===== config.mk =====
export PLATFORM = sky130hd
export DESIGN_NAME = inta_sequencer_flat
export DESIGN_NICKNAME = d
export VERILOG_FILES = /design/src/rtl/inta_sequencer_pkg.sv /design/src/rtl/inta_sequencer_if.sv /design/src/rtl/inta_sequencer_edge_sync.sv /design/src/rtl/inta_sequencer.sv /design/src/flat_wrapper.sv
export SDC_FILE = /design/constraint.sdc
export NUM_CORES = 1
export LEC_CHECK = 0
export ABC_CLOCK_PERIOD_IN_PS = 2700
export CORE_MARGIN = 1
export CORE_UTILIZATION = 29
export DETAILED_ROUTE_END_ITERATION = 12
export PLACE_DENSITY = 0.52
export SLEW_MARGIN = 20
export SYNTH_ARGS = -nofsm -noshare
export SYNTH_HDL_FRONTEND = slang
export SYNTH_SLANG_ARGS = --single-unit
export TNS_END_PERCENT = 30

===== constraint.sdc =====
create_clock -name clk -period 2.7 [get_ports clk]
set_input_delay 0.405 -clock clk [delete_from_list [all_inputs] [get_ports clk]]
set_output_delay 0.405 -clock clk [all_outputs]
set_load 0.1 [all_outputs]

===== src/rtl/inta_sequencer_pkg.sv =====
// Shared types, widths and the priority-resolve helper for the INTA sequencer.
package inta_sequencer_pkg;

  localparam int unsigned LEVEL_W = 3;
  localparam int unsigned TBASE_W = 5;
  localparam int unsigned IRQ_W   = 8;
  localparam int unsigned CNT_W   = 8;

  typedef enum logic [1:0] {
    ST_IDLE   = 2'd0,
    ST_FIRST  = 2'd1,
    ST_WAIT2  = 2'd2,
    ST_SECOND = 2'd3
  } state_t;

  typedef struct packed {
    logic [TBASE_W-1:0] base;
    logic [LEVEL_W-1:0] level;
  } vector_t;

  // Lowest set index wins; an empty request word resolves to the lowest priority level.
  function automatic logic [LEVEL_W-1:0] resolve_level(input logic [IRQ_W-1:0] req);
    logic [LEVEL_W-1:0] lvl;
    lvl = LEVEL_W'(IRQ_W - 1);
    for (int i = IRQ_W - 1; i >= 0; i--) begin
      if (req[i]) lvl = LEVEL_W'(i);
    end
    return lvl;
  endfunction

endpackage


===== src/rtl/inta_sequencer_if.sv =====
// CPU/controller-facing signal bundle of the INTA sequencer.
interface inta_sequencer_if;
  import inta_sequencer_pkg::*;

  logic                inta_n;
  logic [IRQ_W-1:0]    irr;
  logic [TBASE_W-1:0]  icw2_t;
  logic [IRQ_W-1:0]    icw3;
  logic                sp_en;
  logic                sngl;
  logic                aeoi;
  logic                selected_slave;
  logic                inta_first_pulse;
  logic                inta_second_pulse;
  logic [IRQ_W-1:0]    isr_set;
  logic [IRQ_W-1:0]    isr_clr;
  logic [LEVEL_W-1:0]  int_level;
  logic [7:0]          data_out;
  logic                data_oe;
  logic                timeout_err;

  modport master (
    output inta_n, irr, icw2_t, icw3, sp_en, sngl, aeoi, selected_slave,
    input  inta_first_pulse, inta_second_pulse, isr_set, isr_clr, int_level,
           data_out, data_oe, timeout_err
  );

  modport slave (
    input  inta_n, irr, icw2_t, icw3, sp_en, sngl, aeoi, selected_slave,
    output inta_first_pulse, inta_second_pulse, isr_set, isr_clr, int_level,
           data_out, data_oe, timeout_err
  );
endinterface


===== src/rtl/inta_sequencer_edge_sync.sv =====
// Synchronises the asynchronous INTA_N and derives single-cycle fall/rise strobes.
module inta_sequencer_edge_sync #(
  parameter int unsigned SYNC_STAGES = 2
) (
  input  logic clk,
  input  logic rst_n,
  input  logic async_n,
  output logic fall_c,
  output logic rise_c
);

  logic [SYNC_STAGES-1:0] chain;
  logic                   prev;

  // Presetting to 1 keeps reset release from looking like an acknowledge edge.
  always_ff @(posedge clk or negedge rst_n) begin
    if (!rst_n) begin
      chain <= '1;
      prev  <= 1'b1;
    end else begin
      chain <= {chain[SYNC_STAGES-2:0], async_n};
      prev  <= chain[SYNC_STAGES-1];
    end
  end

  assign fall_c = prev & ~chain[SYNC_STAGES-1];
  assign rise_c = ~prev & chain[SYNC_STAGES-1];

endmodule


===== src/rtl/inta_sequencer.sv =====
// INTA two-pulse responder: level latch, ISR set/clear strobes and vector drive.
module inta_sequencer
  import inta_sequencer_pkg::*;
#(
  parameter int unsigned SYNC_STAGES    = 2,
  parameter int unsigned TIMEOUT_CYCLES = 255
) (
  input logic           clk,
  input logic           rst_n,
  inta_sequencer_if.slave bus
);

  state_t             state;
  logic [CNT_W-1:0]   cnt;
  logic               spur;
  logic [LEVEL_W-1:0] level;
  logic               first_pulse;
  logic               second_pulse;
  logic [IRQ_W-1:0]   isr_set;
  logic [IRQ_W-1:0]   isr_clr;
  logic               oe;
  logic [7:0]         data_out;
  logic               tmo;

  logic               fall_c;
  logic               rise_c;
  logic               oe_c;
  logic [LEVEL_W-1:0] req_level_c;
  vector_t            vec_c;

  inta_sequencer_edge_sync #(
    .SYNC_STAGES(SYNC_STAGES)
  ) u_sync (
    .clk    (clk),
    .rst_n  (rst_n),
    .async_n(bus.inta_n),
    .fall_c (fall_c),
    .rise_c (rise_c)
  );

  // Bus ownership: single mode, master of a non-cascaded IR (or spurious), or selected slave.
  assign oe_c = bus.sngl
              | (bus.sp_en & (~bus.icw3[level] | spur))
              | (~bus.sp_en & bus.selected_slave);

  assign req_level_c = resolve_level(bus.irr);
  assign vec_c       = '{base: bus.icw2_t, level: level};

  always_ff @(posedge clk or negedge rst_n) begin
    if (!rst_n) begin
      state        <= ST_IDLE;
      cnt          <= '0;
      spur         <= 1'b0;
      level        <= '0;
      first_pulse  <= 1'b0;
      second_pulse <= 1'b0;
      isr_set      <= '0;
      isr_clr      <= '0;
      oe           <= 1'b0;
      data_out     <= '0;
      tmo          <= 1'b0;
    end else begin
      isr_set <= '0;
      isr_clr <= '0;
      case (state)
        ST_IDLE: begin
          if (fall_c) begin
            state       <= ST_FIRST;
            first_pulse <= 1'b1;
            tmo         <= 1'b0;
            level       <= req_level_c;
            spur        <= (bus.irr == '0);
            isr_set     <= (bus.irr == '0) ? '0 : IRQ_W'(1) << req_level_c;
          end
        end
        ST_FIRST: begin
          if (rise_c) begin
            state       <= ST_WAIT2;
            first_pulse <= 1'b0;
            cnt         <= '0;
          end
        end
        ST_WAIT2: begin
          // Timeout is checked first so it wins over a coincident second fall.
          if (cnt == CNT_W'(TIMEOUT_CYCLES)) begin
            state <= ST_IDLE;
            tmo   <= 1'b1;
            spur  <= 1'b0;
          end else if (fall_c) begin
            state        <= ST_SECOND;
            second_pulse <= 1'b1;
            oe           <= oe_c;
            data_out     <= oe_c ? vec_c : 8'h00;
          end else begin
            cnt <= cnt + 1'b1;
          end
        end
        ST_SECOND: begin
          if (rise_c) begin
            state        <= ST_IDLE;
            second_pulse <= 1'b0;
            oe           <= 1'b0;
            data_out     <= 8'h00;
            spur         <= 1'b0;
            if (bus.aeoi && !spur) isr_clr <= IRQ_W'(1) << level;
          end else begin
            oe       <= oe_c;
            data_out <= oe_c ? vec_c : 8'h00;
          end
        end
        default: state <= ST_IDLE;
      endcase
    end
  end

  assign bus.inta_first_pulse  = first_pulse;
  assign bus.inta_second_pulse = second_pulse;
  assign bus.isr_set           = isr_set;
  assign bus.isr_clr           = isr_clr;
  assign bus.int_level         = level;
  assign bus.data_out          = data_out;
  assign bus.data_oe           = oe;
  assign bus.timeout_err       = tmo;

endmodule

===== src/flat_wrapper.sv =====
// flat-port wrapper written by rule: the top's interface ports become plain ports
module inta_sequencer_flat import inta_sequencer_pkg::*;
#(
  parameter int unsigned SYNC_STAGES    = 2,
  parameter int unsigned TIMEOUT_CYCLES = 255
)
  (clk, rst_n, bus_inta_n, bus_irr, bus_icw2_t, bus_icw3, bus_sp_en, bus_sngl, bus_aeoi, bus_selected_slave, bus_inta_first_pulse, bus_inta_second_pulse, bus_isr_set, bus_isr_clr, bus_int_level, bus_data_out, bus_data_oe, bus_timeout_err);
  inta_sequencer_if bus_i ();
  input logic clk;
  input logic rst_n;
  input wire logic [$bits(bus_i.inta_n)-1:0] bus_inta_n;
  input wire logic [$bits(bus_i.irr)-1:0] bus_irr;
  input wire logic [$bits(bus_i.icw2_t)-1:0] bus_icw2_t;
  input wire logic [$bits(bus_i.icw3)-1:0] bus_icw3;
  input wire logic [$bits(bus_i.sp_en)-1:0] bus_sp_en;
  input wire logic [$bits(bus_i.sngl)-1:0] bus_sngl;
  input wire logic [$bits(bus_i.aeoi)-1:0] bus_aeoi;
  input wire logic [$bits(bus_i.selected_slave)-1:0] bus_selected_slave;
  output wire logic [$bits(bus_i.inta_first_pulse)-1:0] bus_inta_first_pulse;
  output wire logic [$bits(bus_i.inta_second_pulse)-1:0] bus_inta_second_pulse;
  output wire logic [$bits(bus_i.isr_set)-1:0] bus_isr_set;
  output wire logic [$bits(bus_i.isr_clr)-1:0] bus_isr_clr;
  output wire logic [$bits(bus_i.int_level)-1:0] bus_int_level;
  output wire logic [$bits(bus_i.data_out)-1:0] bus_data_out;
  output wire logic [$bits(bus_i.data_oe)-1:0] bus_data_oe;
  output wire logic [$bits(bus_i.timeout_err)-1:0] bus_timeout_err;
  assign bus_i.inta_n = bus_inta_n;
  assign bus_i.irr = bus_irr;
  assign bus_i.icw2_t = bus_icw2_t;
  assign bus_i.icw3 = bus_icw3;
  assign bus_i.sp_en = bus_sp_en;
  assign bus_i.sngl = bus_sngl;
  assign bus_i.aeoi = bus_aeoi;
  assign bus_i.selected_slave = bus_selected_slave;
  assign bus_inta_first_pulse = bus_i.inta_first_pulse;
  assign bus_inta_second_pulse = bus_i.inta_second_pulse;
  assign bus_isr_set = bus_i.isr_set;
  assign bus_isr_clr = bus_i.isr_clr;
  assign bus_int_level = bus_i.int_level;
  assign bus_data_out = bus_i.data_out;
  assign bus_data_oe = bus_i.data_oe;
  assign bus_timeout_err = bus_i.timeout_err;
  inta_sequencer #(.SYNC_STAGES(SYNC_STAGES), .TIMEOUT_CYCLES(TIMEOUT_CYCLES)) u_core (.clk(clk), .rst_n(rst_n), .bus(bus_i));
endmodule

Word-level counts from Yosys, hierarchy flattened
Index checks and enable logic that the tools add are counted.
{"block": "op_classes", "n_shift": 2, "n_mux": 45, "n_reduce_logical": 17, "add_sub_neg": 1, "magnitude_cmp": 1, "bitwise": 11, "n_eq_ne": 12}
{"operator": "2-to-1 mux 8 bit", "count": 13}
{"operator": "case mux 8 bit (2 select lines)", "count": 2}
{"operator": "2-to-1 mux 3 bit", "count": 6}
{"operator": "AND reduction 4 bit", "count": 4}
{"operator": "left shift 1 x 3 -> 8 bit (first input constant)", "count": 2}
{"operator": "2-to-1 mux 1 bit", "count": 12}
{"operator": "2-to-1 mux 2 bit", "count": 5}
{"operator": "inequality test 2 x 1 -> 1 bit (second input constant)", "count": 5}
{"operator": "AND reduction 3 bit", "count": 3}
{"operator": "adder 8 x 1 -> 8 bit (second input constant)", "count": 1}
{"operator": "equality test 8 bit (second input constant)", "count": 1}
{"operator": "logical NOT 8 bit", "count": 1}
{"operator": "case mux 1 bit (2 select lines)", "count": 4}
{"operator": "case mux 2 bit (4 select lines)", "count": 1}
{"operator": "nonzero test 2 bit", "count": 4}
{"operator": "bitwise AND 1 bit", "count": 4}
{"operator": "equality test 2 bit (second input constant)", "count": 2}
{"operator": "less-than comparator 3 x 4 -> 1 bit (second input constant)", "count": 1}
{"operator": "inequality test 2 bit (second input constant)", "count": 2}
{"operator": "inverter 1 bit", "count": 4}
{"operator": "binary-select mux 1 bit (select 3 bit)", "count": 1}
{"operator": "inequality test 3 x 1 -> 1 bit (second input constant)", "count": 1}
{"operator": "OR 1 bit", "count": 3}
{"operator": "case mux 1 bit (3 select lines)", "count": 1}
{"operator": "other kinds (6)", "count": 6}
{"block": "word_totals", "output_inout_bits": 31, "elab_cells": 102, "regBits": 45}

Logic depth before layout (Yosys ltp)
{"block": "depth", "depth_word": 11, "mapped_depth": 6, "ltp_nobuf": 6}

By module
Synthesis repeated with hierarchy kept, for this count alone.
{"block": "hier_totals", "hier_cells": 199, "hier_area_um2": 2020.7}
{"module": "inta_sequencer", "area_per_inst_um2": 1926.8, "instances": 1, "cells_per_inst": 194}
{"module": "inta_sequencer_edge_sync", "area_per_inst_um2": 93.8, "instances": 1, "cells_per_inst": 5}

Worst setup path after synthesis
No wires, ideal clock.
{"block": "synth_timing", "path_kind": "register to register", "from": "register u_core.level[0], in the netlist u_core.bus.int_level[0]", "to": "register u_core.data_out[0], in the netlist u_core.bus.data_out[0]", "synth_period_minus_slack_ns": 2.333, "path_stages_with_launch": 7, "t_arrival_ns": 2.264, "required_time_ns": 2.631, "path_slack_ns": 0.367, "cell_sequence": "dfrtp_1 > buf_6 > mux4_2 > or2_0 > a31oi_1 > o31a_2 > a22o_1"}
{"block": "synth_between", "elab_chain_cells": 11, "elab_cells_between_ends": 12}
{"element": "start: declaration", "line_no": "inta_sequencer.sv:16", "rtl": "logic [LEVEL_W-1:0] level;"}
{"element": "start signal: assignment", "line_no": "inta_sequencer.sv:71", "rtl": "level <= req_level_c;"}
{"element": "binary-select mux 1 bit (select 3 bit)", "line_no": "inta_sequencer.sv:43", "rtl": "| (bus.sp_en & (~bus.icw3[level] | spur))"}
{"element": "2-to-1 mux 1 bit (not written as such)", "line_no": "inta_sequencer.sv:43"}
{"element": "inverter 1 bit", "line_no": "inta_sequencer.sv:43"}
{"element": "OR 1 bit", "line_no": "inta_sequencer.sv:43"}
{"element": "bitwise AND 1 bit", "line_no": "inta_sequencer.sv:43"}
{"element": "OR 1 bit", "line_no": "inta_sequencer.sv:43"}
{"element": "OR 1 bit", "line_no": "inta_sequencer.sv:44", "rtl": "| (~bus.sp_en & bus.selected_slave);"}
{"element": "2-to-1 mux 8 bit *", "line_no": "inta_sequencer.sv:93, inta_sequencer.sv:108"}
{"element": "2-to-1 mux 8 bit", "line_no": "inta_sequencer.sv:89", "rtl": "end else if (fall_c) begin"}
{"element": "2-to-1 mux 8 bit", "line_no": "inta_sequencer.sv:85", "rtl": "if (cnt == CNT_W'(TIMEOUT_CYCLES)) begin"}
{"element": "case mux 8 bit (2 select lines) *", "line_no": "inta_sequencer.sv:65", "rtl": "case (state)"}
{"element": "end signal: assignment", "line_no": "inta_sequencer.sv:93", "rtl": "data_out <= oe_c ? vec_c : 8'h00;"}
{"element": "end signal: assignment", "line_no": "inta_sequencer.sv:108", "rtl": "data_out <= oe_c ? vec_c : 8'h00;"}
{"element": "end: declaration", "line_no": "inta_sequencer.sv:22", "rtl": "logic [7:0] data_out;"}
Every way passes the cells marked *; elsewhere a longest branch is shown, timed or not. The select of a mux whose other input is x is not followed.
A chain may end at the register's enable or synchronous reset.

Worst setup path in the final report
{"block": "layout_timing", "from": "register u_core.state[0]", "to": "register u_core.isr_set[6], in the netlist u_core.bus.isr_set[6]"}
{"block": "layout_between", "elab_chain_cells": 2}
{"element": "start: declaration", "line_no": "inta_sequencer.sv:13", "rtl": "state_t state;"}
{"element": "start signal: assignment", "line_no": "inta_sequencer.sv:51", "rtl": "state <= ST_IDLE;"}
{"element": "start signal: assignment", "line_no": "inta_sequencer.sv:68", "rtl": "state <= ST_FIRST;"}
{"element": "start signal: assignment", "line_no": "inta_sequencer.sv:78", "rtl": "state <= ST_WAIT2;"}
{"element": "logical NOT 2 bit", "line_no": "inta_sequencer.sv:65"}
{"element": "2-to-1 mux 8 bit", "line_no": "inta_sequencer.sv:65"}
{"element": "end signal: assignment", "line_no": "inta_sequencer.sv:73", "rtl": "isr_set <= (bus.irr == '0) ? '0 : IRQ_W'(1) << req_level_c;"}
{"element": "end: declaration", "line_no": "inta_sequencer.sv:19", "rtl": "logic [IRQ_W-1:0] isr_set;"}
No other way between the ends.

==> impl_metrics.env <==
export IMPL_vias=1490
export IMPL_relSlewSlack_pct=59.14
export IMPL_outcome="completed"
export IMPL_ys_ff_latch=45
export IMPL_ys_flop_type="dfrtp_1"
export IMPL_synth_area_leaders="dfrtp_1 (55%), nand2_1 (4.3%), dfstp_2 (4.1%), nor2_1 (4.1%), a22o_1 (3.2%)"
export IMPL_nets=270
export IMPL_reg2reg_to="u_core.bus.isr_set[6]"
export IMPL_n_antenna_cell=0
export IMPL_yosys_warnings=0
export IMPL_grt_max_degree=46
export IMPL_postCtsSetupBuffers=0
export IMPL_grt_overflow_total=0
export IMPL_via_per_inst=4.671
export IMPL_r2r_start="u_core.state[0]"
export IMPL_post_route_period_util_pct=71.75
export IMPL_core_area_um2=6350
export IMPL_tightest_slew_ns=0.6044
export IMPL_rsz0062_at_grt="false"
export IMPL_track_usage_pct=13.03
export IMPL_required_ns=2.94
export IMPL_crit_type="reg -> reg"
export IMPL_grt_pass1_wl_um=7093
export IMPL_yosysUniqueCellTypes=42
export IMPL_cts_repair_resized=0
export IMPL_leakagePower_nw=1.178
export IMPL_cts_buffer_depth=2
export IMPL_p_per_area_nw_per_um2=870.2
export IMPL_port_buffers=58
export IMPL_h_tree_depth=2
export IMPL_grt_pass1_vias=1424
export IMPL_root_buffer="clkbuf_8"
export IMPL_r2r_setup_slack_ns=0.76
export IMPL_fmax_mhz=516.2
export IMPL_clock_latency_ns=0.30
export IMPL_dieArea_um2=6930
export IMPL_cp_num_cells=4
export IMPL_cap_violations=0
export IMPL_cts_buffers=5
export IMPL_path_max_fanout=15
export IMPL_cts_sinks=45
export IMPL_drive_gt1_share_pct=21.49
export IMPL_syn_area_per_cell_um2=10.69
export IMPL_final_util_pct=40.77
export IMPL_place_gp_congestion=0.7705
export IMPL_fin_worst_skew_ns=0.01040
export IMPL_first_pass_iters=4
export IMPL_yosys_area_top_type_share_pct=54.90
export IMPL_drc=0
export IMPL_areaGrowthSynthToFinish_pct=35.23
export IMPL_crit_chain="nor4b_1 > nand3_1 > or3_1 > nor2b_1"
export IMPL_crit_start="u_core.state[0]"
export IMPL_cts_clk_slew_worst_paths_ns=0.09
export IMPL_wl_per_cell_um=13.25
export IMPL_die_h_um=83.25
export IMPL_drtIter0Drc=77
export IMPL_ant_nets=0
export IMPL_path_buf_inv=0
export IMPL_synthesis_nets=208
export IMPL_layout_min_cycle_time_ns=1.937
export IMPL_slew_viol_final=0
export IMPL_cp_slowest_cell="nor4b_1"
export IMPL_synth_edf_count=0
export IMPL_synth_area_leader_cell="dfrtp_1"
export IMPL_io_pins=59
export IMPL_yosysSeqAreaShare_pct=59.02
export IMPL_r2r_cells=4
export IMPL_slowest_delay_ns=0.63
export IMPL_wirelength_um=4228
export IMPL_worstPathArrival_ns=2.17
export IMPL_tns_ns=0
export IMPL_die_w_um=83.25
export IMPL_ir_drop_v=0.0005919
export IMPL_crit_path_start_kind="register"
export IMPL_endpoint="u_core.bus.isr_set[6]"
export IMPL_syn_cell_area_um2=1914
export IMPL_crit_family="simple AND/OR/NAND/NOR gates"
export IMPL_antenna_found_initial=0
export IMPL_end_kind="register"
export IMPL_postSynth_asyncResetShare_pct=100.0
export IMPL_start_util_pct=30.15
export IMPL_postCtsHoldBufs=0
export IMPL_syn_instance_count=179
export IMPL_worstHoldPathType="in -> async"
export IMPL_dpl_hpwl_um=3083
export IMPL_cts_tree="yes"
export IMPL_hold_viol=0
export IMPL_std_cell_rows=29
export IMPL_finalSetupViolCount=0
where the power goes:
part | switching [mW] | internal [mW] | leakage (nW) | total [mW]
logic | 0.721 | 0.237 | 0.534 | 0.958
registers | 0.0882 | 0.772 | 0.599 | 0.860
clock network | 0.248 | 0.187 | 0.0447 | 0.435
stage by stage:
stage	setup slack [ns]	total power [mW]	area [µm²]	hold WS (ns)	std cells
finish	0.7628	2.253	2589	0.08427	319
global route	0.5345	2.367	2589	0.1312	319
CTS	0.7247	2.282	2586	0.3129	319
detailed placement	0.6000	1.841	2492	0.3492	311
global placement	0.6350	1.837	2492	0.3463	311
floorplan	0.3671	1.600	1914	0.1094	179
synth_stat cells (2+ instances only):
| library cell | instances |
|---|---|
| a21oi_1 | 5 |
| a22o_1 | 7 |
| a31oi_1 | 2 |
| a32o_1 | 2 |
| and2_1 | 2 |
| clkbuf_1 | 2 |
| dfrtp_1 | 42 |
| dfstp_2 | 3 |
| inv_1 | 3 |
| mux2i_1 | 4 |
| nand2_1 | 22 |
| nand2b_1 | 5 |
| nand3_1 | 5 |
| nand4_1 | 2 |
| nor2_1 | 21 |
| nor2b_1 | 4 |
| nor3_1 | 9 |
| nor3b_1 | 2 |
| nor4_1 | 2 |
| o21ai_0 | 8 |
| or3_1 | 3 |
| xnor2_1 | 4 |
per-layer routing:
metal | routed length (µm) | share of wire (%) | global-route usage [%]
met1 | 1931 | 46 | 17.01
met3 | 231 | 5.5 | 3.877
met5 | 0 | 0 | 0
met4 | 41 | 0.97 | 4.232
met2 | 2023 | 48 | 20.72
worst min-delay path by stage:
stage | slack [ns] | start | endpoint | cells past startpoint
2_1_floorplan | 0.11 | rst_n | u_core.bus.data_oe | 0
3_5_place_dp | 0.35 | u_core.u_sync.chain[0] | u_core.u_sync.chain[1] | 0
6_report | 0.08 | rst_n | u_core.bus.inta_first_pulse | 1
5_1_grt | 0.13 | rst_n | u_core.bus.isr_set[5] | 1
3_3_place_gp | 0.35 | u_core.u_sync.chain[0] | u_core.u_sync.chain[1] | 0
4_1_cts | 0.31 | rst_n | u_core.bus.isr_set[5] | 1
flip-flops by register name (all words and copies together) (netlist names):
register,cells
u_core.bus.isr_clr,8
u_core.bus.inta_first_pulse,1
u_core.u_sync.chain,2
u_core.cnt,8
u_core.bus.int_level,3
u_core.bus.inta_second_pulse,1
u_core.spur,1
u_core.bus.data_oe,1
u_core.bus.data_out,8
u_core.u_sync.prev,1
u_core.bus.timeout_err,1
u_core.state,2
u_core.bus.isr_set,8
placed cells by master, fill, tap and decap left out, types with 3 or more instances in the layout:
master           count
nand2b_1             5
xnor2_1              4
nor2_1              21
dfrtp_1             42
buf_4               33
nand2_1             22
nor3_1               9
a22o_1               7
or3_1                3
nand3_1              5
mux2i_1              4
nor2b_1              4
inv_1                3
dfstp_2              3
clkbuf_8             5
clkdlybuf4s50_1     26
a21oi_1              5
o21ai_0              8
cell type report:
class	instances	area, µm²
clock buffers	5	68.82
clock inverters	3	25.02
fillers	636	3761
inverters	4	15.01
multi-input cells	126	745.7
flip-flops and latches	45	1130
well taps	77	96.34
repair buffers	59	508.0
cell families after synthesis:
group / Yosys count / synth area share [%]
buffers and inverters: 8 / 2.026
xor gates and xnor gates: 4 / 1.830
and+or+nand+nor: 85 / 22.16
muxes: 5 / 3.268
AOI/OAI and AO/OA: 31 / 11.05
adders and majority gates: 1 / 0.6535
DFF: 45 / 59.02
No activity file was read; power rests on OpenSTA's default activity.
==> patch: new RTL, same settings <==
The package constant `CNT_W` goes from 8 to 6.
--- a/src/rtl/inta_sequencer_pkg.sv
+++ b/src/rtl/inta_sequencer_pkg.sv
@@ -5,5 +5,5 @@
   localparam int unsigned TBASE_W = 5;
   localparam int unsigned IRQ_W   = 8;
-  localparam int unsigned CNT_W   = 8;
+  localparam int unsigned CNT_W   = 6;
 
   typedef enum logic [1:0] {
Behaviour: same outputs for any inputs over 10 cycles, from zero or initial values and one cycle with rst_n low; that may be too few to reach the edited logic, so the function may still have changed.
==> patch against the unedited design <==
  * Synthesized area up 6.1%
  * Wire length up 16%
  * Cell area up 5.4%
  * Worst setup slack worse by 0.013 ns
  * Sequential cell count down 2
  * Total power up 2.1%
  * Combinational power up 8%
  * Sequential power down 2.6%
  * Synthesized cell count up 11%
  * Critical path type unchanged
  * Highest routed layer unchanged
==> patch: results (changes against the unedited design) <==
Static leakage: 0.00122 µW (+3.8%)
Routing usage on met1: 19.8% (+2.8 points)
Mux cell area share after synthesis: 2.65% (-0.62 points)
Nets: 283 (+4.8%)
Post-Synthesis Cells: 198 (+11%)
Top cells by area, synth: dfrtp_1 (49%), dfstp_2 (3.9%), o211ai_1 (3.7%)
Crit path DAT: 2.10 ns (-0.07 ns)
DRT iter0 DRCs: 74 (-3.9%)
Least-Margin Pin Slew: 0.774 ns (+0.169 ns)
Post-synthesis cell type count: 45 (+7.1%)
Min-Delay Path Class: reg2reg
Synth top cells by count: dfrtp_1 (40), inv_1 (16), nand3_1 (14), nor2_1 (14)
Vias in the first global route: 1612 (+13%)
Max FO, Critical Path: 12 (-3)
Status: complete, no violations
Crit. Startpoint: u_core.u_sync.chain[1]$_DFF_PN1_
Worst vdd ir: 0.388 mV (-34%)
Vias per Instance: 4.81 (+3.0%)
Routability cong.: 0.734 (-4.7%)
Synth Area in Compound Gates: 19.0% (+8.0 points)
Final WL: 4910 µm (+16%)
Layout cells sized above 1: 20.8% (-0.70 points)
Largest net degree at the start of global routing: 44 (-4.3%)
Final HPWL DP: 3420 µm (+11%)
Global Route met3 Usage: 3.95% (+0.069 points)
Final std cells w/o fill: 351 (+10%)
Layout Skew: 0.0116 ns (+0.00120 ns)
XOR/XNOR Fraction of Synth Area: 0% (-1.8 points)
Total GRT Usage: 14.6% (+1.6 points)
Inst Count DP: 341 (+9.6%)
patch: worst paths after layout:
path / to / slack, ns
max: u_core.bus.data_out[0]$_DFFE_PN0P_ / 0.75
min: u_core.u_sync.chain[1]$_DFF_PN1_ / 0.36
max reg2reg: u_core.bus.data_out[0]$_DFFE_PN0P_ / 0.75
min reg2reg: u_core.u_sync.chain[1]$_DFF_PN1_ / 0.36
max in group asynchronous: u_core.u_sync.chain[1]$_DFF_PN1_ / 1.64
min in group asynchronous: u_core.bus.isr_clr[0]$_DFF_PN0_ / 0.52
patch: metal layers:
layer	routed length [µm]	up-vias
li1	-	826
met1	2310	819
met2	2310	36
met3	210	8
met4	82	0
met5	0	-
patch: cell families (layout without fill, tap and decap cells):
logic type      count (synthesis)  in the layout
compound gates                 55             55
simple gates                   66             66
fa+ha+maj                       1              1
flops                          43             43
mux                             4              4
buf+inv                        29             86
patch: cell type report:
type	count	area, µm²	area share (%)
Tap cell	96	120	4.40
Timing Repair Buffer	62	543	19.9
Sequential cell	43	1080	39.6
Inverter	16	60.1	2.20
Multi-Input combinational cell	126	833	30.6
Clock inverter	1	5.00	0.183
Clock buffer	7	86.3	3.17
patch: timing repair:
action | CTS | global route
hold endpoints to repair | 0 | 12
hold buffers | 0 | 1
resized for setup | 0 | 0
patch: power by group:
| group | internal, µW | switching, µW | total, µW |
|---|---|---|---|
| sequential | 738 | 100 | 838 |
| clock | 207 | 222 | 428 |
| combinational | 239 | 795 | 1030 |
patch: through the flow:
stage	instance area, µm²	hold slack [ns]
after floorplan	2030	0.109
after global placement	2610	0.346
after detailed placement	2610	0.348
after CTS	2700	0.290
after global routing	2730	0.370
final	2730	0.360
patch: worst max-delay path, stage by stage, from the launching register on:
cell and delay [ns]:
dfstp_2 0.56, nand2b_1 0.11, and2_1 0.32, o21ai_1 0.60, o221ai_1 0.21
